### config.mk
export PLATFORM = sky130hd
export DESIGN_NAME = hazard_ctrl
export DESIGN_NICKNAME = d
export VERILOG_FILES = /design/src/rtl/hazard_ctrl.sv
export SDC_FILE = /design/constraint.sdc
export NUM_CORES = 1
export LEC_CHECK = 0
export ABC_CLOCK_PERIOD_IN_PS = 4300
export CAP_MARGIN = 20
export CORE_MARGIN = 4
export CORE_UTILIZATION = 46
export CTS_BUF_LIST = sky130_fd_sc_hd__clkbuf_8
export DETAILED_ROUTE_END_ITERATION = 8
export PLACE_DENSITY_LB_ADDON = 0.1
export SYNTH_ARGS = -nofsm -noshare
export SYNTH_HDL_FRONTEND = slang
export SYNTH_SLANG_ARGS = --single-unit
### constraint.sdc
create_clock -name clk -period 4.3 [get_ports clk]
set_input_delay 0.86 -clock clk [delete_from_list [all_inputs] [get_ports clk]]
set_output_delay 0.86 -clock clk [all_outputs]
set_load 0.02 [all_outputs]
### src/rtl/hazard_ctrl.sv
// Stall/flush controller for the 5-stage RV32I pipeline: load-use bubbles,
// squash on taken branches/jumps resolved in EX, and freeze on data-memory wait.
module hazard_ctrl #(
  parameter int LOAD_STALL_CYCLES = 1,
  parameter int CNT_W             = 32
) (
  input  logic             clk,
  input  logic             rst_n,
  input  logic [31:0]      instr_id,
  input  logic [31:0]      instr_ex,
  input  logic             brtaken_ex,
  input  logic             mem_busy,
  output logic             stall_if,
  output logic             stall_id,
  output logic             stall_ex,
  output logic             stall_mem,
  output logic             flush_id,
  output logic             flush_ex,
  output logic [CNT_W-1:0] stall_cnt,
  output logic [CNT_W-1:0] flush_cnt
);

  localparam logic       ST_RUN      = 1'b0;
  localparam logic       ST_LU_STALL = 1'b1;
  localparam logic [1:0] EXTRA_STALL = 2'(LOAD_STALL_CYCLES - 1);

  logic             state_q, state_d;
  logic [1:0]       cnt_q, cnt_d;
  logic [CNT_W-1:0] stall_cnt_q, stall_cnt_d;
  logic [CNT_W-1:0] flush_cnt_q, flush_cnt_d;

  logic       ex_is_load;
  logic [4:0] rd_ex, rs1_id, rs2_id, op_id;
  logic       rs1_used, rs2_used, lu_haz;

  logic unused_bits;
  assign unused_bits = ^{instr_id[31:25], instr_id[14:7], instr_id[1:0],
                         instr_ex[31:12], instr_ex[1:0]};

  assign ex_is_load = (instr_ex[6:2] == 5'b00000);
  assign rd_ex      = instr_ex[11:7];
  assign op_id      = instr_id[6:2];
  assign rs1_id     = instr_id[19:15];
  assign rs2_id     = instr_id[24:20];
  assign rs1_used   = !((op_id == 5'b01101) || (op_id == 5'b00101) || (op_id == 5'b11011));
  assign rs2_used   = (op_id == 5'b01100) || (op_id == 5'b01000) || (op_id == 5'b11000);

  // x0 as destination never creates a dependence, so a load to x0 never stalls.
  assign lu_haz = ex_is_load && (rd_ex != 5'd0) &&
                  ((rs1_used && (rs1_id == rd_ex)) || (rs2_used && (rs2_id == rd_ex)));

  always_comb begin
    stall_if  = 1'b0;
    stall_id  = 1'b0;
    stall_ex  = 1'b0;
    stall_mem = 1'b0;
    flush_id  = 1'b0;
    flush_ex  = 1'b0;
    state_d   = state_q;
    cnt_d     = cnt_q;
    if (!rst_n) begin
      state_d = ST_RUN;
      cnt_d   = 2'd0;
    end else if (mem_busy) begin
      // Freeze everything; a pending branch in EX is re-seen once memory is ready.
      stall_if  = 1'b1;
      stall_id  = 1'b1;
      stall_ex  = 1'b1;
      stall_mem = 1'b1;
    end else if (state_q == ST_LU_STALL) begin
      stall_if = 1'b1;
      stall_id = 1'b1;
      flush_ex = 1'b1;
      cnt_d    = cnt_q - 2'd1;
      if (cnt_q == 2'd1) state_d = ST_RUN;
    end else if (brtaken_ex) begin
      flush_id = 1'b1;
      flush_ex = 1'b1;
    end else if (lu_haz) begin
      stall_if = 1'b1;
      stall_id = 1'b1;
      flush_ex = 1'b1;
      if (LOAD_STALL_CYCLES > 1) begin
        state_d = ST_LU_STALL;
        cnt_d   = EXTRA_STALL;
      end
    end
  end

  always_comb begin
    stall_cnt_d = stall_cnt_q;
    flush_cnt_d = flush_cnt_q;
    if (stall_if && (stall_cnt_q != {CNT_W{1'b1}})) stall_cnt_d = stall_cnt_q + CNT_W'(1);
    if (flush_id && (flush_cnt_q != {CNT_W{1'b1}})) flush_cnt_d = flush_cnt_q + CNT_W'(1);
  end

  always_ff @(posedge clk) begin
    if (!rst_n) begin
      state_q     <= ST_RUN;
      cnt_q       <= 2'd0;
      stall_cnt_q <= '0;
      flush_cnt_q <= '0;
    end else begin
      state_q     <= state_d;
      cnt_q       <= cnt_d;
      stall_cnt_q <= stall_cnt_d;
      flush_cnt_q <= flush_cnt_d;
    end
  end

  assign stall_cnt = stall_cnt_q;
  assign flush_cnt = flush_cnt_q;

endmodule

==> reports/qor.yml <==
required_ns: 3.44
avgSynthCellArea_um2: 8.46
clk_path_buf_depth: 2
drtAntennaViolNets: 0
cts.reportedPaths.clkPinSlew_ns: 0.08
crit_path_top_delay_cell: "or4_1"
grt_pass1_wl_um: 15600
coreArea_um2: 7730
synth_fp_nets: 501
fin_crit_sh_pct: 96.9
cts_root_buf: "clkbuf_8"
yosysSeqAreaShare_pct: 36.9
wl_per_cell_um: 14.7
clock_latency_ns: 0.34
cts_max_level: 3
overflow: 0
ys.flop_type: "dfxtp_1"
setup_ws_ns: 0.134
whs_path_depth: 2
max_freq_mhz: 240
fin_tns_setup_ns: 0
outcome: "finished clean"
die_area_um2: 9390
crit_type: "input port to primary output"
worstHoldStart: "stall_cnt[23]$_SDFFE_PN0P_"
portBuffers: 98
place_congestion: 0.868
hold_violations: 0
fillers: 706
p_leak_nw: 1.56
async_flop_share_pct: 0
cts_tree: "done"
io_pins: 138
die_h_um: 96.9
detailed_place_hpwl_um: 6430
cp_max_fo: 3
nets: 593
rows: 32
synth_cells: 430
cts_resized: 0
synth.distinct_cells: 49
pwr_density_cell_nw_per_um2: 276
initial_core_util_pct: 47.1
start_kind: "input port"
holdBufCountCts: 0
ys.warnings.count: 0
cap_violations: 0
crit_path_end_kind: "primary output"
rrSetupSlack_ns: 1.51
r2r_start: "stall_cnt[0]$_SDFFE_PN0P_"
antenna_cells: 0
utilization_pct: 63.4
grt_max_degree: 58
drive_above_1_share_pct: 6.45
detail_route.iter0.violations: 143
routed_wl_um: 9240
vias: 3519
die_w_um: 96.9
tightest_slew_ns: 0.821
grt_setup_unrepaired: "no"
final_max_slew_viol_count: 0
clock_sinks: 67
post-place-ws_ns: 0.114
postCtsSetupBuffers: 0
grt_pass1_vias: 3284
cts_made_buffers: 9
vias_per_cell: 5.59
synth_edf_count: 0
setup_viol: 0
ff2ff_path_depth: 8
finClkSkew_ns: 0.0128
whs_endpoint: "stall_cnt[23]$_SDFFE_PN0P_"
synth_seq_cells: 67
crit_top_cell: "clkdlybuf4s50_1"
slew_headroom_pct: 44.8
arrival_ns: 3.31
drc: 0
regToRegEndpoint: "stall_cnt[1]$_SDFFE_PN0P_"
synth_area_um2: 3640
period_needed_ns: 4.17
antenna_found_initial: 0
grtUsageTotal_pct: 19.5
worstPathCellList: "clkdlybuf4s50_1 > or4_1 > o211ai_2 > and4bb_4 > a2111oi_4 > nor2_1 > clkdlybuf4s50_1"
hold_path.class: "register to register"
syn_to_final_growth_pct: 34.6
vdd_drop_max_mv: 0.178
cpPeakStageDelay_ns: 0.55
firstDrtPassIters: 4
## routing by layer
layer | up-vias | share of wire [%] | GRT usage (%) | routed length (µm)
li1 | 1770 | - | - | -
met1 | 1643 | 47 | 26.5 | 4360
met2 | 104 | 46 | 29.8 | 4210
met3 | 2 | 6.9 | 5.48 | 640
met4 | 0 | 0.34 | 6.16 | 31
met5 | - | 0 | 0 | 0
## cell families after synthesis
logic type / after synthesis / share of synthesized area, %
buffers and inverters: 34 / 4.99
and+or+nand+nor: 215 / 33.5
adders and majority gates: 3 / 1.03
DFF: 67 / 36.9
xor gates and xnor gates: 38 / 9.15
muxes: 8 / 2.20
AOI/OAI and AO/OA: 65 / 12.2
## power by group
part	switching (mW)	internal, mW
Sequential	0.00339	0.622
Combinational	0.0465	0.0454
Clock	0.247	0.385
Total	0.297	1.05
## cell usage after synthesis (4+ instances only)
| cell type | n | area [µm²] |
|---|---|---|
| nand2_1 | 36 | 135 |
| clkbuf_1 | 11 | 41.3 |
| nor4_1 | 14 | 87.6 |
| and4_1 | 11 | 96.3 |
| or4_1 | 20 | 150 |
| mux2i_1 | 8 | 80.1 |
| and3_1 | 10 | 62.6 |
| nand2b_1 | 5 | 31.3 |
| nor2_1 | 40 | 150 |
| buf_2 | 4 | 20.0 |
| o21ai_0 | 4 | 20.0 |
| o31ai_1 | 18 | 135 |
| nand3_1 | 27 | 135 |
| a21oi_1 | 26 | 130 |
| xor2_1 | 8 | 70.1 |
| buf_6 | 4 | 45.0 |
| inv_1 | 9 | 33.8 |
| nand4_1 | 12 | 75.1 |
| nor4b_1 | 5 | 43.8 |
| nor3b_1 | 5 | 37.5 |
| dfxtp_1 | 67 | 1340 |
| xnor2_1 | 30 | 263 |
| nor3_1 | 14 | 70.1 |
## final cells by class
| class | count | area [µm²] | area share [%] |
|---|---|---|---|
| clock buffer | 9 | 124 | 2.53 |
| tap | 102 | 128 | 2.61 |
| multi-input combinational | 329 | 2110 | 43.2 |
| inverter | 9 | 33.8 | 0.690 |
| clock inverter | 7 | 116 | 2.38 |
| sequential | 67 | 1340 | 27.4 |
| timing repair buffer | 106 | 1040 | 21.2 |
## worst max-delay path by stage
stage                     start  cells after the start  endpoint
floorplan           instr_ex[8]                      8  stall_if
global placement    instr_ex[8]                      7  stall_if
detailed placement  instr_ex[8]                      7  stall_if
CTS                 instr_ex[8]                      7  stall_if
global route        instr_ex[8]                      7  stall_if
finish              instr_ex[8]                      7  stall_if
## flip-flops by register name, summed over array words and instances, names as in the netlist
signal	flops
state_q	1
stall_cnt	32
cnt_q	2
flush_cnt	32
## worst max-delay path: cells and delay by family
kind	cells	cell delay, ns
compound gates	2	0.53
buf+inv	2	1.01
simple gates	3	0.90
## cells in the final DEF (no fill, tap or decap), types with 2 or more instances in the layout
master / n
o31ai_1: 18
o31a_1: 2
o21ai_0: 4
nor4b_1: 5
mux2i_1: 8
xor2_1: 8
inv_1: 10
nor3b_1: 5
nor2_1: 40
ha_1: 3
or3_1: 3
nand2b_1: 5
dfxtp_1: 67
a21oi_1: 26
nand2_1: 36
and2_1: 2
nor4_1: 14
o21ai_1: 2
o41ai_1: 3
and3_1: 10
and4_1: 11
o311ai_1: 2
bufinv_16: 3
or4_1: 20
nor3_1: 14
buf_4: 7
clkdlybuf4s50_1: 98
nand4_1: 12
nand3_1: 27
or2_2: 3
xnor2_1: 30
o21a_1: 2
clkbuf_8: 9
## metrics by stage
step	total power, mW	cells	area, µm²	hold slack (ns)
6_report	1.35	629	4900	0.491
5_1_grt	1.40	629	4900	0.510
4_1_cts	1.37	628	4890	0.494
3_5_place_dp	0.732	612	4650	0.482
3_3_place_gp	0.730	612	4650	0.471
2_1_floorplan	0.688	430	3640	0.476
No activity file was read; power rests on OpenSTA's default activity.
